### src/rtl/priority_encoder_scan.sv
// Latches an N-bit request vector and serialises the index of every set bit, one per
// y_valid/y_ready handshake, highest- or lowest-index first.
module priority_encoder_scan #(
  parameter int unsigned N         = 8,
  parameter int unsigned W         = $clog2(N),
  parameter bit          MSB_FIRST = 1'b1
) (
  input  logic         clk,
  input  logic         rst,
  input  logic [N-1:0] d,
  input  logic         d_valid,
  output logic         d_ready,
  output logic [W-1:0] y,
  output logic         y_valid,
  input  logic         y_ready,
  output logic         y_last,
  output logic         none,
  output logic         busy
);

  if (N < 2 || N > 64) begin : g_bad_n
    $error("priority_encoder_scan: N must lie in 2..64");
  end
  if (W != $clog2(N)) begin : g_bad_w
    $error("priority_encoder_scan: W must equal $clog2(N)");
  end

  typedef enum logic {StIdle, StScan} state_e;

  state_e         state_q;
  logic [N-1:0]   pend_q;
  logic           none_q;
  logic [W-1:0]   idx;
  logic [N-1:0]   sel;
  logic           last;

  // The later hit in scan order wins, so the loop direction sets the priority.
  always_comb begin
    idx = '0;
    sel = '0;
    if (MSB_FIRST) begin
      for (int i = 0; i < N; i++) begin
        if (pend_q[i]) idx = W'(i);
      end
    end else begin
      for (int i = N - 1; i >= 0; i--) begin
        if (pend_q[i]) idx = W'(i);
      end
    end
    sel[idx] = 1'b1;
  end

  // Exactly one bit set: nonzero and clearing the lowest set bit leaves nothing.
  assign last = (pend_q != '0) && ((pend_q & (pend_q - N'(1))) == '0);

  always_ff @(posedge clk) begin
    if (rst) begin
      state_q <= StIdle;
      pend_q  <= '0;
      none_q  <= 1'b0;
    end else begin
      unique case (state_q)
        StIdle: begin
          none_q <= d_valid && (d == '0);
          if (d_valid && (d != '0)) begin
            pend_q  <= d;
            state_q <= StScan;
          end
        end
        StScan: begin
          none_q <= 1'b0;
          if (y_ready) begin
            pend_q <= pend_q & ~sel;
            if (last) state_q <= StIdle;
          end
        end
        default: state_q <= StIdle;
      endcase
    end
  end

  assign d_ready = (state_q == StIdle);
  assign busy    = (state_q == StScan);
  assign y_valid = busy;
  assign y       = idx;
  assign y_last  = last;
  assign none    = none_q;

endmodule

### config.mk
export PLATFORM = sky130hd
export DESIGN_NAME = priority_encoder_scan
export DESIGN_NICKNAME = d
export VERILOG_FILES = /design/src/rtl/priority_encoder_scan.sv
export SDC_FILE = /design/constraint.sdc
export NUM_CORES = 1
export LEC_CHECK = 0
export BUFFER_PORTS_ARGS = -buffer_cell sky130_fd_sc_hd__buf_4
export CAP_MARGIN = 20
export CORE_AREA = 3 3 40 42
export CTS_BUF_LIST = sky130_fd_sc_hd__clkbuf_8
export CTS_CLUSTER_SIZE = 30
export DETAILED_ROUTE_END_ITERATION = 16
export DIE_AREA = 0 0 43 45
export PLACE_DENSITY = 0.74
export SYNTH_ARGS = -nofsm -noshare
export SYNTH_HDL_FRONTEND = slang
export SYNTH_SLANG_ARGS = --single-unit
### constraint.sdc
create_clock -name clk -period 2.4 [get_ports clk]
set_clock_uncertainty 0.2 [all_clocks]
set_input_delay 0.24 -clock clk [delete_from_list [all_inputs] [get_ports clk]]
set_output_delay 0.24 -clock clk [all_outputs]
set_load 0.01 [all_outputs]
## Word level (Yosys, flattened, before mapping)

Index checks and enable logic that the tools add are counted.

- Bits in registers: 10
- Input bits: 12
- Output and inout port bits: 8
- Logic and storage cells: 38

- $add $sub $neg: 1
- Magnitude comparators: 2
- Eq/ne operators: 2
- Muxes and demuxes: 17
- Bitwise logic cells: 4
- Reduce and logical (&&, ||, !) cells: 9

Operators by type and width:

| cell | count |
|---|---|
| $mux W3 | 6 |
| $and A8 B8 Y8 | 2 |
| $logic_not A8 Y1 | 2 |
| $mux W8 | 2 |
| $pmux W8 S2 | 1 |
| $reduce_bool A8 Y1 | 2 |
| $not A8 Y8 | 1 |
| $sub A8 B1 Y8 const B | 1 |
| $mux W1 | 5 |
| $logic_and A1 B1 Y1 | 4 |
| $lt A3 B4 Y1 const B | 1 |
| $pmux W1 S2 | 2 |
| $demux W1 S3 | 1 |
| $ge A3 B1 Y1 const B | 1 |
| $ne A2 B1 Y1 const B | 1 |
| $ne A2 B2 Y1 const B | 1 |
| $reduce_and A2 Y1 | 1 |
| $not A1 Y1 | 1 |

## Longest topological paths before layout

Gate-level depths: netlist of the first run.

- Word-level depth: 15
- Depth in mapped cells: 7
- Mapped depth without buffers: 5

## Least setup slack after synthesis of the first run

OpenSTA, ideal clock, no wires.

- Path type: flip-flop to output port
- Start: register pend_q[7]
- End: output y_last
- Arrival: 1.643 ns
- Data required time: 1.960 ns
- Setup slack: 0.317 ns
- Cell stages (with the launch flop): 7
- Buffers on the path: 2
- Path through: dfxtp_1 buf_6 or4_4 buf_6 nor4_1 a21oi_2 a21oi_1

- Longest elaborated chain between the ends: 4
- Elaborated cells on any way between the ends: 5
- Those cells by class: add/sub: 1; bitwise: 1; reduce/logical: 3

RTL lines:

| item | RTL line | text |
|---|---|---|
| start: declaration | 31 | `logic [N-1:0] pend_q;` |
| start signal: assignment | 73 | `pend_q <= pend_q & ~sel;` |
| $sub A8 B1 Y8 | 54 | `assign last = (pend_q != '0) && ((pend_q & (pend_q - N'(1))) == '0);` |
| $and A8 B8 Y8 | 54 |  |
| $logic_not A8 Y1 | 54 |  |
| $logic_and A1 B1 Y1 (*) | 54 |  |
| end: declaration | 16 | `output logic y_last,` |

Every way passes the cells marked *; elsewhere a longest branch is shown, timed or not.

## Worst setup path in the final report of the first run

Ends and elaborated chain as after synthesis.

==> results_dict.tcl, run 1 <==
set metrics [dict create \
    ant_nets 0 \
    drc_errors 0 \
    min_period_ps 2270 \
    fin_area_sq_um 831 \
    grt_pass1_vias 631 \
    avgRoutedWirePerCell_um 14.0 \
    place.gp.congestion 0.868 \
    ys_ff_latch 10 \
    r2r_slack_ps 520 \
    synth_edf_count 0 \
    boundaryPins 20 \
    firstDrtPassIters 2 \
    n_antenna_cell 0 \
    critPathCaptureType "output port" \
    ff_latch_area_sq_um 200 \
    reg2reg_depth 5 \
    antenna_found_initial 0 \
    status "finished, final reports clean" \
    root_buffer "clkbuf_8" \
    timing.rr.end "busy$_SDFF_PP0_" \
    ys.flop_type "dfxtp_1" \
    cap_viol_max_count 0 \
    slew_headroom_pct 70.2 \
    layout-drive-gt1-share_pct 32.0 \
    hold_class "input pin to flip-flop" \
    yosysSeqAreaShare_pct 31.7 \
    port_buffers 19 \
    vias_per_cell 5.70 \
    slew_violations 0 \
    multiInputGateArea_sq_um 384 \
    rsz0062_at_grt "no" \
    drtIter0Drc 6 \
    cp_data_required_time_ps 1960 \
    grt_pass1_wl_mm 2.64 \
    worst-setup-path-type "flip-flop to output port" \
    syn_inst 81 \
    period_share_pct 94.7 \
    synth_area_per_cell_sq_um 7.79 \
    fin_util_pct 64.7 \
    clock_sinks 10 \
    nFillCells 121 \
    area_growth_syn_to_layout_pct 31.7 \
    hold_viol 0 \
    crit-reg2reg-launch "pend_q[7]$_SDFFE_PP0P_" \
    vdd_drop_max_v 0.000297 \
    synth_area_leaders "dfxtp_1 32%, a21oi_1 9.5%, nor2_1 5.4%" \
    crit_start "pend_q[7]$_SDFFE_PP0P_" \
    synth_common_cells "12 x a21oi_1, 10 x dfxtp_1, 9 x nor2_1" \
    die_w_um 43 \
    synth_top_cell_area_share_pct 31.7 \
    grt_max_degree 12 \
    clk_latency_ps 230 \
    synth_top_area_cell "dfxtp_1" \
    fmax_mhz 440 \
    hpwlAfterDp_mm 1.25 \
    die-area_sq_um 1940 \
    htreeDepth 1 \
    grt_use_total_pct 18.2 \
    synthesis.area_sq_um 631 \
    power_leakage_nw 0.334 \
    critical_path_arrival_ps 1830 \
    wl_mm 1.61 \
    ctsResizeCount 0 \
    timing.setup.tns_ps 0 \
    critPathCapture "y_last" \
    postCtsSetupBuffers 0 \
    fp.coreArea_sq_um 1280 \
    nets 113 \
    cts_tree "yes" \
    clkSlewWorstSetupHoldPaths_ps 50 \
    core.rowCount 13 \
    cts_hold_buf 0 \
    finalSetupViolCount 0 \
    synthMostInstantiatedCell "a21oi_1" \
    cp_max_fo 8 \
    vias 656 \
    cts_buffers 3 \
    syn_nets 93 \
    worst_slew_pin_slew_ps 442 \
    synthArstFlopShare_pct 0 \
    powerDensity_nw_per_um2 732 \
    critPathLaunchType "flip-flop" \
    overflow 0 \
    synth_cell_type_count 30 \
    die_h_um 45 \
    place_area_sq_um 769 \
    ys_warn_count 0 \
    clock_path_buffers 2 \
    start_util_pct 49.1 \
]
==> flip-flops by register name, summed over array words and instances (netlist names) <==
signal / flops
busy: 1
none: 1
pend_q: 8
==> cells by family (layout without fill, tap and decap cells) <==
kind of cell	count (synthesis)	in the layout	synth area share, %
compound gates	31	31	32.3
xor+xnor	1	1	2.58
buf+inv	9	28	8.33
flops	10	10	31.7
simple gates	30	30	25.0
==> report_power, final <==
part	total (W)	leakage (nW)	switching [W]	internal [W]
combinational	0.000196	0.223	0.000100	0.0000964
clock	0.000209	0.0288	0.0000653	0.000144
sequential	0.000202	0.0820	0.0000226	0.000180
==> worst min path at each step <==
stage | start | end | slack, ps | cells after the start
floorplan | y_ready | busy$_SDFF_PP0_ | 160 | 1
CTS | y_ready | busy$_SDFF_PP0_ | 9 | 2
detailed placement | y_ready | busy$_SDFF_PP0_ | 260 | 2
finish | y_ready | busy$_SDFF_PP0_ | 10 | 2
global placement | y_ready | busy$_SDFF_PP0_ | 250 | 2
global route | y_ready | busy$_SDFF_PP0_ | 6 | 2
==> through the flow <==
step           power [W]  worst slack, ps  hold WS (ps)  instances
3_5_place_dp    0.000402              305           260        111
3_3_place_gp    0.000396              374           253        111
5_1_grt         0.000642             44.2          5.60        115
2_1_floorplan   0.000331              317           155         81
6_report        0.000608              127          11.3        115
4_1_cts         0.000613             54.1          9.09        115
==> layer usage <==
layer	GRT usage (%)	wire length, um
met3	5.98	74
met2	32.6	820
met5	0	0
met4	5.42	0
met1	20.8	712
==> layout make-up <==
cell class                 count  area share, %
inverter                       2          0.904
tap                           15           2.26
multi-input combinational     62           46.2
sequential                    10           24.1
timing repair buffer          22           19.9
clock buffer                   4           6.63
==> cells in the final DEF (no fill, tap or decap), types with 2 or more instances in the layout <==
master,instances
a211oi_1,3
buf_4,22
nor2_1,9
nor2b_1,2
dfxtp_1,10
nand2_1,5
o21ai_1,4
inv_1,2
a21oi_1,12
a22oi_1,3
nor3b_1,2
clkbuf_8,4
nor3_1,4
nor4_1,2
o211ai_1,2
==> critical path, stage by stage (launching register included) <==
cell	delay [ps]
dfxtp_1	370
or4_4	620
nor4_2	270
a21oi_2	60
a21oi_1	140
buf_4	130
No activity file was read; power rests on OpenSTA's default activity.
==> run 2: changes to the inputs <==
==> constraint.sdc (replaced) <==
create_clock -name clk -period 2.4 [get_ports clk]
set_clock_uncertainty 0.2 [all_clocks]
set_input_delay 0.6 -clock clk [delete_from_list [all_inputs] [get_ports clk]]
set_output_delay 0.6 -clock clk [all_outputs]
set_load 0.01 [all_outputs]
==> run 2 against run 1 <==
Compared with the run above:
- the run now ends with setup timing left
- worst setup slack worse by 210 ps
- total power shrank 3.0%
- die area unchanged
- critical path type unchanged
- critical path depth unchanged
- final cell count grew 2.6%
- combinational power grew 9.7%
- utilization is 2.3 points higher
==> results_dict.tcl, run 2 (synthesis results as in run 1) <==
set metrics [dict create \
    place_area_sq_um 796 \
    cts_tree "yes" \
    firstDrtPassIters 4 \
    die-area_sq_um 1940 \
    grt_pass1_vias 663 \
    hold_viol 0 \
    slew_violations 0 \
    drc_errors 0 \
    die_w_um 43 \
    wl_mm 1.70 \
    violations "setup timing" \
    boundaryPins 20 \
    timing.setup.tns_ps -82.1 \
    n_antenna_cell 0 \
    grt_use_total_pct 21.0 \
    worst_slew_pin_slew_ps 399 \
    power_leakage_nw 0.348 \
    slew_headroom_pct 73.4 \
    cp_data_required_time_ps 1600 \
    rsz0062_at_grt "yes" \
    area_growth_syn_to_layout_pct 36.5 \
    die_h_um 45 \
    root_buffer "clkbuf_8" \
    cp_max_fo 5 \
    r2r_slack_ps 570 \
    critical_path_arrival_ps 1680 \
    critPathCaptureType "output port" \
    status "finished, violations left" \
    grt_max_degree 12 \
    crit_family "simple AND/OR/NAND/NOR gates" \
    clkSlewWorstSetupHoldPaths_ps 50 \
    nets 117 \
    start_util_pct 49.1 \
    top_register "pend_q" \
    overflow 0 \
    cts_hold_buf 0 \
    fp.coreArea_sq_um 1280 \
    largest_reg_flops 8 \
    cap_viol_max_count 0 \
    p_total_w 0.000590 \
    vias 688 \
    layout-drive-gt1-share_pct 35.9 \
    clock_sinks 10 \
    critPathMaxStageDelay_ps 590 \
    core.rowCount 13 \
    htreeDepth 1 \
    cp_cell_sequence "or4_4, xor2_2, a21oi_2, a21oi_2, buf_4" \
    hold_class "input pin to flip-flop" \
    drtIter0Drc 14 \
    critPathLaunchType "flip-flop" \
    cts_buffers 3 \
    place.gp.congestion 0.813 \
    min_period_ps 2480 \
    period_share_pct 103 \
    setup_ws_ps -82.1 \
    powerDensity_nw_per_um2 685 \
    vias_per_cell 5.83 \
    final_cell_mix "26 x buf_4, 11 x a21oi_1, 9 x nor2_1, 9 x dfxtp_1, 5 x nand2_1" \
    cpMostUsedCell "a21oi_2" \
    final_common_cell "buf_4" \
    antenna_found_initial 0 \
    clk_latency_ps 230 \
    finalSetupViolCount 1 \
    fin_area_sq_um 861 \
    cp_slowest_cell "or4_4" \
    worst-setup-path-type "flip-flop to output port" \
    clock_path_buffers 2 \
    port_buffers 19 \
    vdd_drop_max_v 0.000391 \
    fmax_mhz 403 \
    avgRoutedWirePerCell_um 14.4 \
    grt_pass1_wl_mm 2.99 \
    ant_nets 0 \
    path_buf_inv 1 \
]
==> run 2: changes by cell type in the layout (fill, tap and decap cells not counted) <==
cell | previous run | this run
a21oi_1 | 12 | 11
a21oi_2 | 1 | 2
buf_4 | 22 | 26
clkbuf_8 | 4 | 3
dfxtp_1 | 10 | 9
dfxtp_2 | 0 | 1
nor4_2 | 1 | 0
nor4_4 | 0 | 1
==> run 2: worst paths after layout <==
path | start | end | depth (start not counted)
setup / recovery | pend_q[4]$_SDFFE_PP0P_ | y_last | 5
hold / removal | y_ready | busy$_SDFF_PP0_ | 2
setup reg to reg | pend_q[4]$_SDFFE_PP0P_ | busy$_SDFF_PP0_ | 5
hold reg to reg | pend_q[0]$_SDFFE_PP0P_ | pend_q[0]$_SDFFE_PP0P_ | 2
==> run 2: final cells by class <==
class                   instances  area [sq um]
well taps                      15          18.8
multi-input cells              62           397
inverters                       2          7.51
flip-flops and latches         10           201
clock buffers                   3          41.3
repair buffers                 26           195
fillers                       108           424
==> run 2: power by group <==
group	leakage, nW	internal, W	switching [W]
Combinational	0.244	0.000106	0.000110
Sequential	0.0824	0.000180	0.0000222
Clock	0.0216	0.000110	0.0000628
Total	0.348	0.000395	0.000195
==> run 2: routing by layer <==
layer	vias to the layer above	share of wire, %	GRT usage, %
li1	341	-	-
met1	318	47	26.9
met2	24	46	34.4
met3	5	6.3	5.18
met4	0	1.3	7.23
met5	-	0	0
==> run 2: per-stage QoR <==
step           worst slack (ps)  instances  utilization (%)  hold slack, ps
2_1_floorplan              1.61         81                -             302
3_3_place_gp                105        114             61.9             352
3_5_place_dp               38.7        114             61.9             376
4_1_cts                   -97.6        118             66.9             375
5_1_grt                    -145        118             67.0             387
6_report                  -82.1        118             67.0             373
==> run 2: repair_timing <==
item / CTS / global route
gates resized for setup: 2 / 1
setup endpoints to repair: 1 / 2
buffers inserted: 1 / 0
pin swaps: 2 / 3
==> run 3: changes to the inputs <==
Clock period 2.4 ns to 3 ns, I/O delays scaled along.
==> run 3 against run 2 <==
Compared with the run above:
- clock power fell by 24%
- global-route usage fell by 3.8 points
- flip-flop and latch count did not move
- largest power group is now sequential cells
- combinational power fell by 30%
- the flow now finishes without violations
- count of clock-buffer cells in the layout did not move
- via count fell by 5.4%
- worst setup slack improved by 250 ps
- die area did not move
- sequential power fell by 18%
==> results_dict.tcl, run 3 (synthesis results as in run 1) <==
set metrics [dict create \
    placedCellCount 110 \
    die_w_um 43 \
    clock_sinks 10 \
    htreeDepth 1 \
    die-area_sq_um 1940 \
    critPathCaptureType "output port" \
    n_antenna_cell 0 \
    postCtsSetupBuffers 0 \
    status "finished, final reports clean" \
    grt_max_degree 13 \
    place.gp.congestion 0.875 \
    cp_max_fo 8 \
    vias_per_cell 5.76 \
    top_register "pend_q" \
    avgRoutedWirePerCell_um 13.8 \
    cts_tree "yes" \
    fp.coreArea_sq_um 1280 \
    wl_mm 1.56 \
    nets 112 \
    critPathLaunchType "flip-flop" \
    multiInputGateArea_sq_um 378 \
    ff_latch_area_sq_um 200 \
    ctsResizeCount 0 \
    ant_nets 0 \
    powerDensity_nw_per_um2 555 \
    vdd_drop_max_v 0.000308 \
    grt_use_total_pct 17.2 \
    nFillCells 115 \
    clkSlewWorstSetupHoldPaths_ps 40 \
    cp_data_required_time_ps 2050 \
    worst-setup-path-type "flip-flop to output port" \
    instances_no_fill 113 \
    die_h_um 45 \
    critical_path_arrival_ps 1880 \
    final_cell_mix "21 x buf_4, 12 x a21oi_1, 10 x dfxtp_1" \
    fmax_mhz 353 \
    final_common_cell "buf_4" \
    place_area_sq_um 762 \
    period_share_pct 94.4 \
    hold_viol 0 \
    port_buffers 19 \
    boundaryPins 20 \
    area_growth_syn_to_layout_pct 27.4 \
    clk_latency_ps 230 \
    grt_pass1_vias 587 \
    power_leakage_nw 0.321 \
    root_buffer "clkbuf_8" \
    holdWs_ps 346 \
    slew_violations 0 \
    hpwlAfterDp_mm 1.20 \
    firstDrtPassIters 4 \
    start_util_pct 49.1 \
    cts_buffers 3 \
    timing.setup.tns_ps 0 \
    overflow 0 \
    cap_viol_max_count 0 \
    fin_area_sq_um 803 \
    grt_pass1_wl_mm 2.48 \
    p_total_w 0.000446 \
    cts_hold_buf 0 \
    rsz0062_at_grt "no" \
    drc_errors 0 \
    slew_headroom_pct 75.1 \
    largest_reg_flops 8 \
    antenna_found_initial 0 \
    finalSetupViolCount 0 \
    core.rowCount 13 \
    worst_slew_pin_slew_ps 370 \
    layout-drive-gt1-share_pct 29.6 \
    vias 651 \
    hold_class "flip-flop to flip-flop" \
    clock_path_buffers 2 \
    min_period_ps 2830 \
    drtIter0Drc 22 \
]
==> run 3: final timing paths <==
check | from | endpoint | slack [ps] | depth (start not counted)
setup / recovery | pend_q[7]$_SDFFE_PP0P_ | y_last | 170 | 5
hold / removal | pend_q[4]$_SDFFE_PP0P_ | pend_q[4]$_SDFFE_PP0P_ | 350 | 2
setup reg to reg | pend_q[7]$_SDFFE_PP0P_ | busy$_SDFF_PP0_ | 1060 | 5
hold reg to reg | pend_q[4]$_SDFFE_PP0P_ | pend_q[4]$_SDFFE_PP0P_ | 350 | 2
==> run 3: final cells by class <==
class	instances	share of cell area, %
clock buffer	3	5.14
sequential	10	24.9
timing repair buffer	21	19.6
inverter	2	0.935
multi-input combinational	62	47.0
tap	15	2.34
==> run 3: metal layers <==
layer | up-vias | GRT usage (%) | part of all wire, %
li1 | 332 | - | -
met1 | 291 | 20.5 | 41
met2 | 28 | 30.8 | 51
met3 | 0 | 4.78 | 7.7
met4 | 0 | 3.61 | 0
met5 | - | 0 | 0
==> run 3: power breakdown <==
group	switching (W)	internal, W
Sequential	0.0000207	0.000144
Combinational	0.0000760	0.0000746
Clock	0.0000437	0.0000871
==> run 3: worst max-delay path: stages (launching register included) <==
cell and delay (ps):
dfxtp_1 370, or4_4 610, nor4_1 320, a21oi_2 70
a21oi_1 150, buf_4 130
==> run 3: stage by stage <==
| stage | utilization, % | setup WS (ps) |
|---|---|---|
| 6_report | 62.5 | 167 |
| 3_3_place_gp | 59.3 | 466 |
| 3_5_place_dp | 59.3 | 436 |
| 4_1_cts | 62.5 | 179 |
| 2_1_floorplan | - | 407 |
| 5_1_grt | 62.5 | 47.6 |
